<file path="config.mk">
export PLATFORM = sky130hd
export DESIGN_NAME = memory_access_unit_flat
export DESIGN_NICKNAME = d
export VERILOG_FILES = /design/src/rtl/memory_access_unit_if.sv /design/src/rtl/memory_access_unit.sv /design/src/flat_wrapper.sv
export SDC_FILE = /design/constraint.sdc
export NUM_CORES = 1
export LEC_CHECK = 0
export CAP_MARGIN = 0
export CORE_MARGIN = 2
export CORE_UTILIZATION = 34
export DETAILED_ROUTE_END_ITERATION = 10
export MAX_ROUTING_LAYER = met4
export PLACE_DENSITY = 0.72
export SETUP_SLACK_MARGIN = 0.15
export SLEW_MARGIN = 15
export SYNTH_ARGS = -nofsm -noshare
export SYNTH_HDL_FRONTEND = slang
export SYNTH_SLANG_ARGS = --single-unit
</file>
<file path="constraint.sdc">
create_clock -name clk -period 4 [get_ports clk]
set_input_delay 0.4 -clock clk [delete_from_list [all_inputs] [get_ports clk]]
set_output_delay 0.4 -clock clk [all_outputs]
set_load 0.01 [all_outputs]
</file>
<file path="src/rtl/memory_access_unit_if.sv">
// RAM-side request/ready bus of the MEM stage.
// master = memory_access_unit, slave = RAM model or arbiter.
interface memory_access_unit_if #(
    parameter int XLEN = 32
);
    logic              mem_req;
    logic              mem_we;
    logic [XLEN-1:0]   mem_addr;
    logic [XLEN/8-1:0] mem_wstrb;
    logic [XLEN-1:0]   mem_write_data;
    logic [XLEN-1:0]   mem_read_data;
    logic              mem_ready;

    modport master (
        output mem_req, mem_we, mem_addr, mem_wstrb, mem_write_data,
        input  mem_read_data, mem_ready
    );

    modport slave (
        input  mem_req, mem_we, mem_addr, mem_wstrb, mem_write_data,
        output mem_read_data, mem_ready
    );
endinterface

</file>
<file path="src/rtl/memory_access_unit.sv">
// MEM pipeline stage: sized loads/stores over a req/ready RAM bus,
// with upstream stall, alignment/legality checks and access timeout.
module memory_access_unit #(
    parameter int XLEN       = 32,
    parameter int REG_ADDR_W = 5,
    parameter int WAIT_MAX   = 15
) (
    input  logic                  clk,
    input  logic                  rst,
    input  logic                  in_valid,
    input  logic [XLEN-1:0]       addr,
    input  logic [XLEN-1:0]       data_in,
    input  logic [2:0]            funct3,
    input  logic                  MemRead,
    input  logic                  MemWrite,
    input  logic                  in_MemToReg,
    input  logic                  in_RegWrite,
    input  logic                  in_RegDataSrc,
    input  logic                  in_PCSrc,
    input  logic [REG_ADDR_W-1:0] in_RegDest,
    output logic                  stall,
    output logic                  out_valid,
    output logic [XLEN-1:0]       data_out,
    output logic [XLEN-1:0]       out_AluResult,
    output logic                  fault,
    output logic                  out_MemToReg,
    output logic                  out_RegWrite,
    output logic                  out_RegDataSrc,
    output logic                  out_PCSrc,
    output logic [REG_ADDR_W-1:0] out_RegDest,
    memory_access_unit_if.master  mem
);
    localparam int SW   = XLEN / 8;
    localparam int OFFW = (XLEN == 64) ? 3 : 2;

    typedef enum logic {IDLE, ACCESS} state_t;

    state_t          state, state_nx;
    logic            accept, is_mem, bad, f3_ok, mis, timeout;
    logic            is_b, is_h, is_w, is_d;
    logic [OFFW-1:0] off, off_q;
    logic [SW-1:0]   strb, strb_q;
    logic [XLEN-1:0] wdata, wdata_q, lane, load_val;
    logic [2:0]      f3_q;
    logic            we_q;
    logic [7:0]      cnt;

    assign accept = in_valid && (state == IDLE);
    assign is_mem = MemRead || MemWrite;
    assign off    = addr[OFFW-1:0];
    assign off_q  = out_AluResult[OFFW-1:0];
    assign is_b   = (funct3[1:0] == 2'd0);
    assign is_h   = (funct3[1:0] == 2'd1);
    assign is_w   = (funct3[1:0] == 2'd2);
    assign is_d   = (funct3[1:0] == 2'd3);

    always_comb begin
        f3_ok = 1'b0;
        case (funct3)
            3'b000, 3'b001, 3'b010: f3_ok = 1'b1;
            3'b100, 3'b101:         f3_ok = !MemWrite;
            3'b011:                 f3_ok = (XLEN == 64);
            3'b110:                 f3_ok = (XLEN == 64) && !MemWrite;
            default:                f3_ok = 1'b0;
        endcase
    end

    assign mis = (is_h && addr[0])
              || (is_w && (addr[1:0] != 2'b00))
              || (is_d && (addr[2:0] != 3'b000));
    assign bad = is_mem && ((MemRead && MemWrite) || !f3_ok || mis);

    // Store data is replicated so any lane selected by the strobe is correct.
    always_comb begin
        strb  = '1;
        wdata = data_in;
        unique case (1'b1)
            is_b: begin
                strb  = SW'(1) << off;
                wdata = {SW{data_in[7:0]}};
            end
            is_h: begin
                strb  = SW'(3) << off;
                wdata = {(SW/2){data_in[15:0]}};
            end
            is_w: begin
                strb  = SW'(15) << off;
                wdata = {(SW/4){data_in[31:0]}};
            end
            default: begin
                strb  = '1;
                wdata = data_in;
            end
        endcase
    end

    assign lane = mem.mem_read_data >> {off_q, 3'b000};

    always_comb begin
        load_val = '0;
        case (f3_q)
            3'b000:  load_val = XLEN'($signed(lane[7:0]));
            3'b001:  load_val = XLEN'($signed(lane[15:0]));
            3'b010:  load_val = XLEN'($signed(lane[31:0]));
            3'b100:  load_val = XLEN'(lane[7:0]);
            3'b101:  load_val = XLEN'(lane[15:0]);
            3'b110:  load_val = XLEN'(lane[31:0]);
            default: load_val = lane;
        endcase
        if (we_q) load_val = '0;
    end

    // Ready on the last allowed cycle still completes normally.
    assign timeout = (state == ACCESS) && !mem.mem_ready
                  && (cnt == 8'(WAIT_MAX - 1));

    always_ff @(posedge clk or negedge rst) begin
        if (!rst) state <= IDLE;
        else      state <= state_nx;
    end

    always_comb begin
        state_nx = state;
        case (state)
            IDLE:    if (accept && is_mem && !bad) state_nx = ACCESS;
            ACCESS:  if (mem.mem_ready || timeout) state_nx = IDLE;
            default: state_nx = IDLE;
        endcase
    end

    always_comb begin
        stall              = (state == ACCESS);
        mem.mem_req        = stall;
        mem.mem_we         = stall && we_q;
        mem.mem_addr       = '0;
        mem.mem_wstrb      = '0;
        mem.mem_write_data = '0;
        if (stall) begin
            mem.mem_addr       = {out_AluResult[XLEN-1:OFFW], OFFW'(0)};
            mem.mem_wstrb      = strb_q;
            mem.mem_write_data = wdata_q;
        end
    end

    always_ff @(posedge clk or negedge rst) begin
        if (!rst) begin
            out_valid      <= 1'b0;
            data_out       <= '0;
            out_AluResult  <= '0;
            fault          <= 1'b0;
            out_MemToReg   <= 1'b0;
            out_RegWrite   <= 1'b0;
            out_RegDataSrc <= 1'b0;
            out_PCSrc      <= 1'b0;
            out_RegDest    <= '0;
            we_q           <= 1'b0;
            f3_q           <= '0;
            strb_q         <= '0;
            wdata_q        <= '0;
            cnt            <= '0;
        end else begin
            out_valid <= 1'b0;
            if (accept) begin
                out_AluResult  <= addr;
                out_MemToReg   <= in_MemToReg;
                out_RegWrite   <= in_RegWrite && !bad;
                out_RegDataSrc <= in_RegDataSrc;
                out_PCSrc      <= in_PCSrc;
                out_RegDest    <= in_RegDest;
                we_q           <= MemWrite;
                f3_q           <= funct3;
                strb_q         <= MemWrite ? strb : '1;
                wdata_q        <= wdata;
                cnt            <= '0;
                if (!is_mem || bad) begin
                    out_valid <= 1'b1;
                    data_out  <= '0;
                    fault     <= bad;
                end
            end
            if (state == ACCESS) begin
                if (mem.mem_ready) begin
                    out_valid <= 1'b1;
                    data_out  <= load_val;
                    fault     <= 1'b0;
                end else if (timeout) begin
                    out_valid    <= 1'b1;
                    data_out     <= '0;
                    fault        <= 1'b1;
                    out_RegWrite <= 1'b0;
                end else begin
                    cnt <= cnt + 8'd1;
                end
            end
        end
    end
endmodule

</file>
<file path="src/flat_wrapper.sv">
// flat-port wrapper written by rule: the top's interface ports become plain ports
module memory_access_unit_flat 
#(
    parameter int XLEN       = 32,
    parameter int REG_ADDR_W = 5,
    parameter int WAIT_MAX   = 15
)
  (clk, rst, in_valid, addr, data_in, funct3, MemRead, MemWrite, in_MemToReg, in_RegWrite, in_RegDataSrc, in_PCSrc, in_RegDest, stall, out_valid, data_out, out_AluResult, fault, out_MemToReg, out_RegWrite, out_RegDataSrc, out_PCSrc, out_RegDest, mem_mem_req, mem_mem_we, mem_mem_addr, mem_mem_wstrb, mem_mem_write_data, mem_mem_read_data, mem_mem_ready);
  memory_access_unit_if #(.XLEN(XLEN)) mem_i ();
  input  logic clk;
  input  logic rst;
  input  logic in_valid;
  input  logic [XLEN-1:0] addr;
  input  logic [XLEN-1:0] data_in;
  input  logic [2:0] funct3;
  input  logic MemRead;
  input  logic MemWrite;
  input  logic in_MemToReg;
  input  logic in_RegWrite;
  input  logic in_RegDataSrc;
  input  logic in_PCSrc;
  input  logic [REG_ADDR_W-1:0] in_RegDest;
  output logic stall;
  output logic out_valid;
  output logic [XLEN-1:0] data_out;
  output logic [XLEN-1:0] out_AluResult;
  output logic fault;
  output logic out_MemToReg;
  output logic out_RegWrite;
  output logic out_RegDataSrc;
  output logic out_PCSrc;
  output logic [REG_ADDR_W-1:0] out_RegDest;
  output wire logic [$bits(mem_i.mem_req)-1:0] mem_mem_req;
  output wire logic [$bits(mem_i.mem_we)-1:0] mem_mem_we;
  output wire logic [$bits(mem_i.mem_addr)-1:0] mem_mem_addr;
  output wire logic [$bits(mem_i.mem_wstrb)-1:0] mem_mem_wstrb;
  output wire logic [$bits(mem_i.mem_write_data)-1:0] mem_mem_write_data;
  input wire logic [$bits(mem_i.mem_read_data)-1:0] mem_mem_read_data;
  input wire logic [$bits(mem_i.mem_ready)-1:0] mem_mem_ready;
  assign mem_mem_req = mem_i.mem_req;
  assign mem_mem_we = mem_i.mem_we;
  assign mem_mem_addr = mem_i.mem_addr;
  assign mem_mem_wstrb = mem_i.mem_wstrb;
  assign mem_mem_write_data = mem_i.mem_write_data;
  assign mem_i.mem_read_data = mem_mem_read_data;
  assign mem_i.mem_ready = mem_mem_ready;
  memory_access_unit #(.XLEN(XLEN), .REG_ADDR_W(REG_ADDR_W), .WAIT_MAX(WAIT_MAX)) u_core (.clk(clk), .rst(rst), .in_valid(in_valid), .addr(addr), .data_in(data_in), .funct3(funct3), .MemRead(MemRead), .MemWrite(MemWrite), .in_MemToReg(in_MemToReg), .in_RegWrite(in_RegWrite), .in_RegDataSrc(in_RegDataSrc), .in_PCSrc(in_PCSrc), .in_RegDest(in_RegDest), .stall(stall), .out_valid(out_valid), .data_out(data_out), .out_AluResult(out_AluResult), .fault(fault), .out_MemToReg(out_MemToReg), .out_RegWrite(out_RegWrite), .out_RegDataSrc(out_RegDataSrc), .out_PCSrc(out_PCSrc), .out_RegDest(out_RegDest), .mem(mem_i));
endmodule
</file>
======== After elaboration in Yosys (flattened, before gate mapping) ========
Index checks and enable logic that the tools add are counted.
operators by class
  add/subtract/negate cells ............... 1
  equality and inequality tests ........... 11
  shifts and indexed selects .............. 4
  multiplexer cells ....................... 35
  bitwise operators ....................... 1
  reductions and logical operators ........ 31
operators with widths
  cell                   count
  $mux W32               8
  $pmux W32 S4           1
  $pmux W32 S2           1
  $mux W8                4
  $shr A32 B5 Y32        1
  $mux W1                16
  $eq A3 B3 Y1 const B   4
  $logic_and A1 B1 Y1    12
  $pmux W4 S3            1
  $add A8 B1 Y8 const B  1
  $eq A8 B4 Y1 const B   1
  $mux W4                2
  $logic_or A1 B1 Y1     7
  $eq A3 B1 Y1 const B   2
  $logic_not A3 Y1       2
  $logic_not A1 Y1       5
  $eq A2 B2 Y1 const B   2
  $pmux W1 S2            2
  $shl A1 B2 Y4 const A  1
  $shl A2 B2 Y4 const A  1
  $shl A4 B2 Y4 const A  1
  $eq A3 B2 Y1 const B   1
  $reduce_bool A3 Y1     1
  $reduce_or A3 Y1       1
  5 further kinds        5
word-level totals
  flip-flop bits (word level) ............. 124
  bits of input ports ..................... 114
  output and inout bits ................... 146
  logic and storage cells ................. 98

======== Logic depth before layout (Yosys ltp) ========
  depth after elaboration ................. 13
  mapped depth ............................ 8
  gate-level depth less buffers ........... 6

======== Least setup slack after synthesis ========
Ideal clock, no wire load.
  kind .................................... in2reg
  start point ............................. input funct3[0]
  end point ............................... register u_core.out_valid
  library setup time ...................... 124 ps
  arrival ................................. 1863 ps
  data required time ...................... 3876 ps
  setup slack ............................. 2012 ps
  stages on the path ...................... 8
  path buffers ............................ 2
  cells stage by stage .................... inv_1 ha_1 buf_6 nor2_4 a2111oi_4 a31oi_4 buf_6 or2_1
on the way
  longest elaborated chain between the ends .. 13
  elaborated cells between the ends (all ways) .. 26
  classes of those cells .................. 7 x eq/ne; 6 x mux; 13 x reduce/logical
ends and longest elaborated chain
  item                                                  line                       text
  start, declared                                       flat_wrapper.sv:15         input logic [2:0] funct3;
  $eq A3 B1 Y1 (tied with other cells)                  memory_access_unit.sv:59   case (funct3)
  $reduce_or A3 Y1 or $reduce_or A2 Y1 (tied branches)  memory_access_unit.sv:59
  $pmux W1 S2                                           memory_access_unit.sv:59
  $logic_not A1 Y1                                      memory_access_unit.sv:71   assign bad = is_mem && ((MemRead && MemWrite) || !f3_ok || mis);
  $logic_or A1 B1 Y1                                    memory_access_unit.sv:71
  $logic_or A1 B1 Y1 (*)                                memory_access_unit.sv:71
  $logic_and A1 B1 Y1 (*)                               memory_access_unit.sv:71
  $logic_or A1 B1 Y1 (*)                                memory_access_unit.sv:175  if (!is_mem || bad) begin
  $mux W1 (*)                                           memory_access_unit.sv:175
  $mux W1 (*)                                           memory_access_unit.sv:163  if (accept) begin
  $mux W1                                               memory_access_unit.sv:186  end else if (timeout) begin
  $mux W1                                               memory_access_unit.sv:182  if (mem.mem_ready) begin
  $mux W1 (*)                                           memory_access_unit.sv:181  if (state == ACCESS) begin
  end signal, assigned                                  memory_access_unit.sv:162  out_valid <= 1'b0;
  end signal, assigned                                  memory_access_unit.sv:183  out_valid <= 1'b1;
  end signal, assigned                                  memory_access_unit.sv:187  out_valid <= 1'b1;
  end, declared                                         memory_access_unit.sv:22   output logic out_valid,
Mark *: on every way between the ends. The rest lies on a longest branch, timed or not.
A chain may end at the register's enable or synchronous reset.

======== Worst setup path after layout ========
  start point ............................. register u_core.state (netlist: u_core.mem.mem_req)
  end point ............................... output mem_mem_write_data[7]
on the way
  longest elaborated chain between the ends .. 1
ends and longest elaborated chain
  item                    line                       text
  start, declared         memory_access_unit.sv:38   state_t state, state_nx;
  start signal, assigned  memory_access_unit.sv:119  else state <= state_nx;
  $mux W32                memory_access_unit.sv:138  if (stall) begin
  end, declared           flat_wrapper.sv:37         output wire logic [$bits(mem_i.mem_write_data)-1:0] mem_mem_write_data;
Every way passes these cells.

==> impl_metrics.json <==
{
  "status": "finished clean",
  "io_buffers": 257,
  "p_int_uw": 2945,
  "crit_chain": "buf_4 > and2_1 > clkdlybuf4s50_1",
  "min_period_ns": 2.779,
  "ir_drop_v": 0.0002947,
  "slowest_stage": "dfrtp_2",
  "p_total_uw": 4112,
  "cts-buffers-inserted": 17,
  "synth_cells": 707,
  "p_leak_uw": 0.004302,
  "grt_usage": 0.2101,
  "wl_per_cell_um": 17.02,
  "pwr-share-comb": 0.222,
  "grt_overflow": 0,
  "fp.dieW_um": 143.4,
  "cp.depth": 3,
  "crit_arrival_ns": 2.38,
  "vias": 5962,
  "setup_viol": 0,
  "cts_max_path_buffers": 2,
  "hold_violations": 0,
  "dr.pass1.iters": 5,
  "nets": 1069,
  "clockPowerShare": 0.410,
  "cp.required_ns": 3.60,
  "async_flop_share": 1.000,
  "fin_crit_sh": 0.6947,
  "critPathCaptureType": "output port",
  "antenna_found_initial": 0,
  "switchingPower_uw": 1167,
  "initial_core_util": 0.3495,
  "place_inst": 1189,
  "clock_sinks": 124,
  "yosysUniqueCellTypes": 54,
  "cp_top_family": "buffers and inverters",
  "p_per_area_mw_per_mm2": 410.0,
  "swShare": 0.2839,
  "yosys_warnings": 0,
  "ys_ff_latch": 124,
  "core_area_mm2": 0.01889,
  "root_buffer": "clkbuf_16",
  "cp_num_buf_inv": 2,
  "rr_worst_depth": 4,
  "synth_flop_cell": "dfrtp_1",
  "post_cts_buffers": 0,
  "cp_max_fo": 45,
  "cap_violations": 0,
  "drt.antenna.violating_nets": 0,
  "grt_pass1_wl_um": 32220,
  "areaGrowthSynthToFinish_pct": 51.89,
  "grt_pass1_vias": 5984,
  "tightest_slew_ns": 1.016,
  "cts_resized": 0,
  "skew_ns": 0.009696,
  "viasPerCell": 4.883,
  "tritoncts": "built",
  "fmax_ghz": 0.3599,
  "grt_max_degree": 72,
  "syn_area_per_cell_um2": 9.339,
  "dieArea_mm2": 0.02055,
  "drtIter0Drc": 376,
  "num_io_pins": 260,
  "postCtsHoldBufs": 0,
  "setup_tns_ns": 0,
  "num_antenna_cells": 0,
  "p_seq_frac": 0.368,
  "dp_hpwl_um": 14910,
  "setup_slack_ns": 1.221,
  "hp-class": "in -> async",
  "critPathLaunchType": "flop",
  "num_rows": 50,
  "synth_edf_count": 0,
  "drive_above_1_share": 0.1051,
  "grt_setup_unrepaired": "false",
  "max_stage_delay_ns": 0.80,
  "h-tree-depth": 4,
  "totalWireLength_um": 20780,
  "globalplace.congestion": 0.8538,
  "yosysSeqAreaShare": 0.4700,
  "path_class": "reg -> out",
  "clk_pin_slew_ns": 0.06,
  "drc_errors": 0,
  "maxSlewHeadroom": 0.3204,
  "die_y_um": 143.4,
  "insertion_delay_ns": 0.42,
  "design_area_mm2": 0.01003,
  "place_area_mm2": 0.009384,
  "final_max_slew_viol_count": 0,
  "instances_no_fill": 1221,
  "synth_area_mm2": 0.006603,
  "dp_slack_ns": 0.8221
}
## kinds of logic (layout without fill, tap and decap cells)
| family | Yosys count | in the layout | synth area share |
|---|---|---|---|
| and+or+nand+nor | 340 | 340 | 0.2314 |
| xor gates and xnor gates | 3 | 3 | 0.003980 |
| adders and majority gates | 7 | 7 | 0.01326 |
| muxes | 38 | 38 | 0.06197 |
| buffers and inverters | 87 | 340 | 0.05912 |
| DFF | 124 | 124 | 0.4700 |
| other | 1 | 2 | 0.0005680 |
| AOI/OAI and AO/OA | 107 | 107 | 0.1598 |
## worst paths after layout
path                                                   start                                   end  slack (ns)
worst min register to register  u_core.strb_q[3]$_DFFE_PN0P_          u_core.strb_q[3]$_DFFE_PN0P_        0.47
worst min-delay path                                     rst         u_core.data_out[19]$_DFF_PN0_        0.05
worst max register to register  u_core.mem.mem_req$_DFF_PN0_         u_core.data_out[12]$_DFF_PN0_        1.37
min in group clk                u_core.strb_q[3]$_DFFE_PN0P_          u_core.strb_q[3]$_DFFE_PN0P_        0.47
max in group asynchronous                                rst  u_core.out_AluResult[23]$_DFFE_PN0P_        3.12
worst max-delay path            u_core.mem.mem_req$_DFF_PN0_                 mem_mem_write_data[7]        1.22
## power by group through the flow
stage | Sequential [µW] | Combinational [µW] | Clock (µW)
2_1_floorplan | 1530 | 420 | 0
3_3_place_gp | 1530 | 905 | 0
3_5_place_dp | 1530 | 918 | 0
4_1_cts | 1510 | 923 | 1720
5_1_grt | 1530 | 993 | 1780
6_report | 1510 | 913 | 1690
## per-stage QoR
| stage | util | hold WS, ns |
|---|---|---|
| finish | 0.5308 | 0.05046 |
| detailed placement | 0.4967 | 0.4541 |
| global route | 0.5308 | 0.1027 |
| CTS | 0.5308 | 0.08036 |
| global placement | 0.4967 | 0.4470 |
| floorplan | - | 0.1044 |
## sequential cells by signal (all words and copies together), names as in the netlist
signal / count
u_core.data_out: 32
u_core.out_AluResult: 32
u_core.wdata_q: 32
u_core.cnt: 8
u_core.out_RegDest: 5
u_core.strb_q: 4
u_core.f3_q: 3
u_core.fault: 1
u_core.mem.mem_req: 1
u_core.out_MemToReg: 1
u_core.out_PCSrc: 1
u_core.out_RegDataSrc: 1
u_core.out_RegWrite: 1
u_core.out_valid: 1
u_core.we_q: 1
## cell type report
type	count	area [µm²]
inverters	39	146.4
multi-input cells	497	3136
clock inverters	14	205.2
clock buffers	18	439.2
repair buffers	269	2673
flip-flops and latches	124	3104
fillers	1737	8865
well taps	260	325.3
## cells in the mapped netlist (2+ instances only)
| master | n | share of area |
|---|---|---|
| a221oi_1 | 14 | 0.019 |
| o21a_1 | 2 | 0.0023 |
| inv_1 | 38 | 0.022 |
| nand3_1 | 3 | 0.0023 |
| ha_1 | 7 | 0.013 |
| mux2i_1 | 24 | 0.036 |
| buf_1 | 3 | 0.0017 |
| buf_2 | 9 | 0.0068 |
| and2_1 | 67 | 0.063 |
| dfrtp_1 | 124 | 0.47 |
| o22ai_1 | 3 | 0.0028 |
| o311ai_2 | 12 | 0.030 |
| buf_6 | 5 | 0.0085 |
| o311ai_0 | 3 | 0.0040 |
| a211oi_1 | 2 | 0.0023 |
| a22oi_1 | 9 | 0.010 |
| o21ai_0 | 17 | 0.013 |
| a31oi_1 | 8 | 0.0076 |
| nand4_1 | 2 | 0.0019 |
| and3_1 | 2 | 0.0019 |
| clkbuf_1 | 27 | 0.015 |
| o31ai_2 | 2 | 0.0038 |
| buf_4 | 4 | 0.0045 |
| a21oi_1 | 11 | 0.0083 |
| nand3b_1 | 2 | 0.0023 |
| mux2_2 | 13 | 0.022 |
| nand2_1 | 200 | 0.11 |
| nor3_1 | 2 | 0.0015 |
| nand2b_1 | 6 | 0.0057 |
| xnor2_1 | 2 | 0.0027 |
| nor2_1 | 44 | 0.025 |
| o32ai_2 | 14 | 0.034 |
| nor2b_1 | 5 | 0.0047 |
## layout by cell type (no fill, tap or decap), drive strengths merged, types with 14 or more instances in the layout
cell	synthesis	layout
nor2	45	45
o32ai	14	14
o311ai	16	16
and2	68	68
inv	38	44
o21ai	17	17
a221oi	14	14
nand2	200	200
mux2i	24	24
clkbuf	27	18
clkdlybuf4s50	0	256
dfrtp	124	124
## layer usage
layer,global-route usage,vias up,part of all wire
li1,-,2839,-
met1,0.2690,2838,0.43
met2,0.3244,247,0.47
met3,0.05598,38,0.078
met4,0.07172,0,0.021
met5,-,-,0
Power figures use the tool's default switching activity.
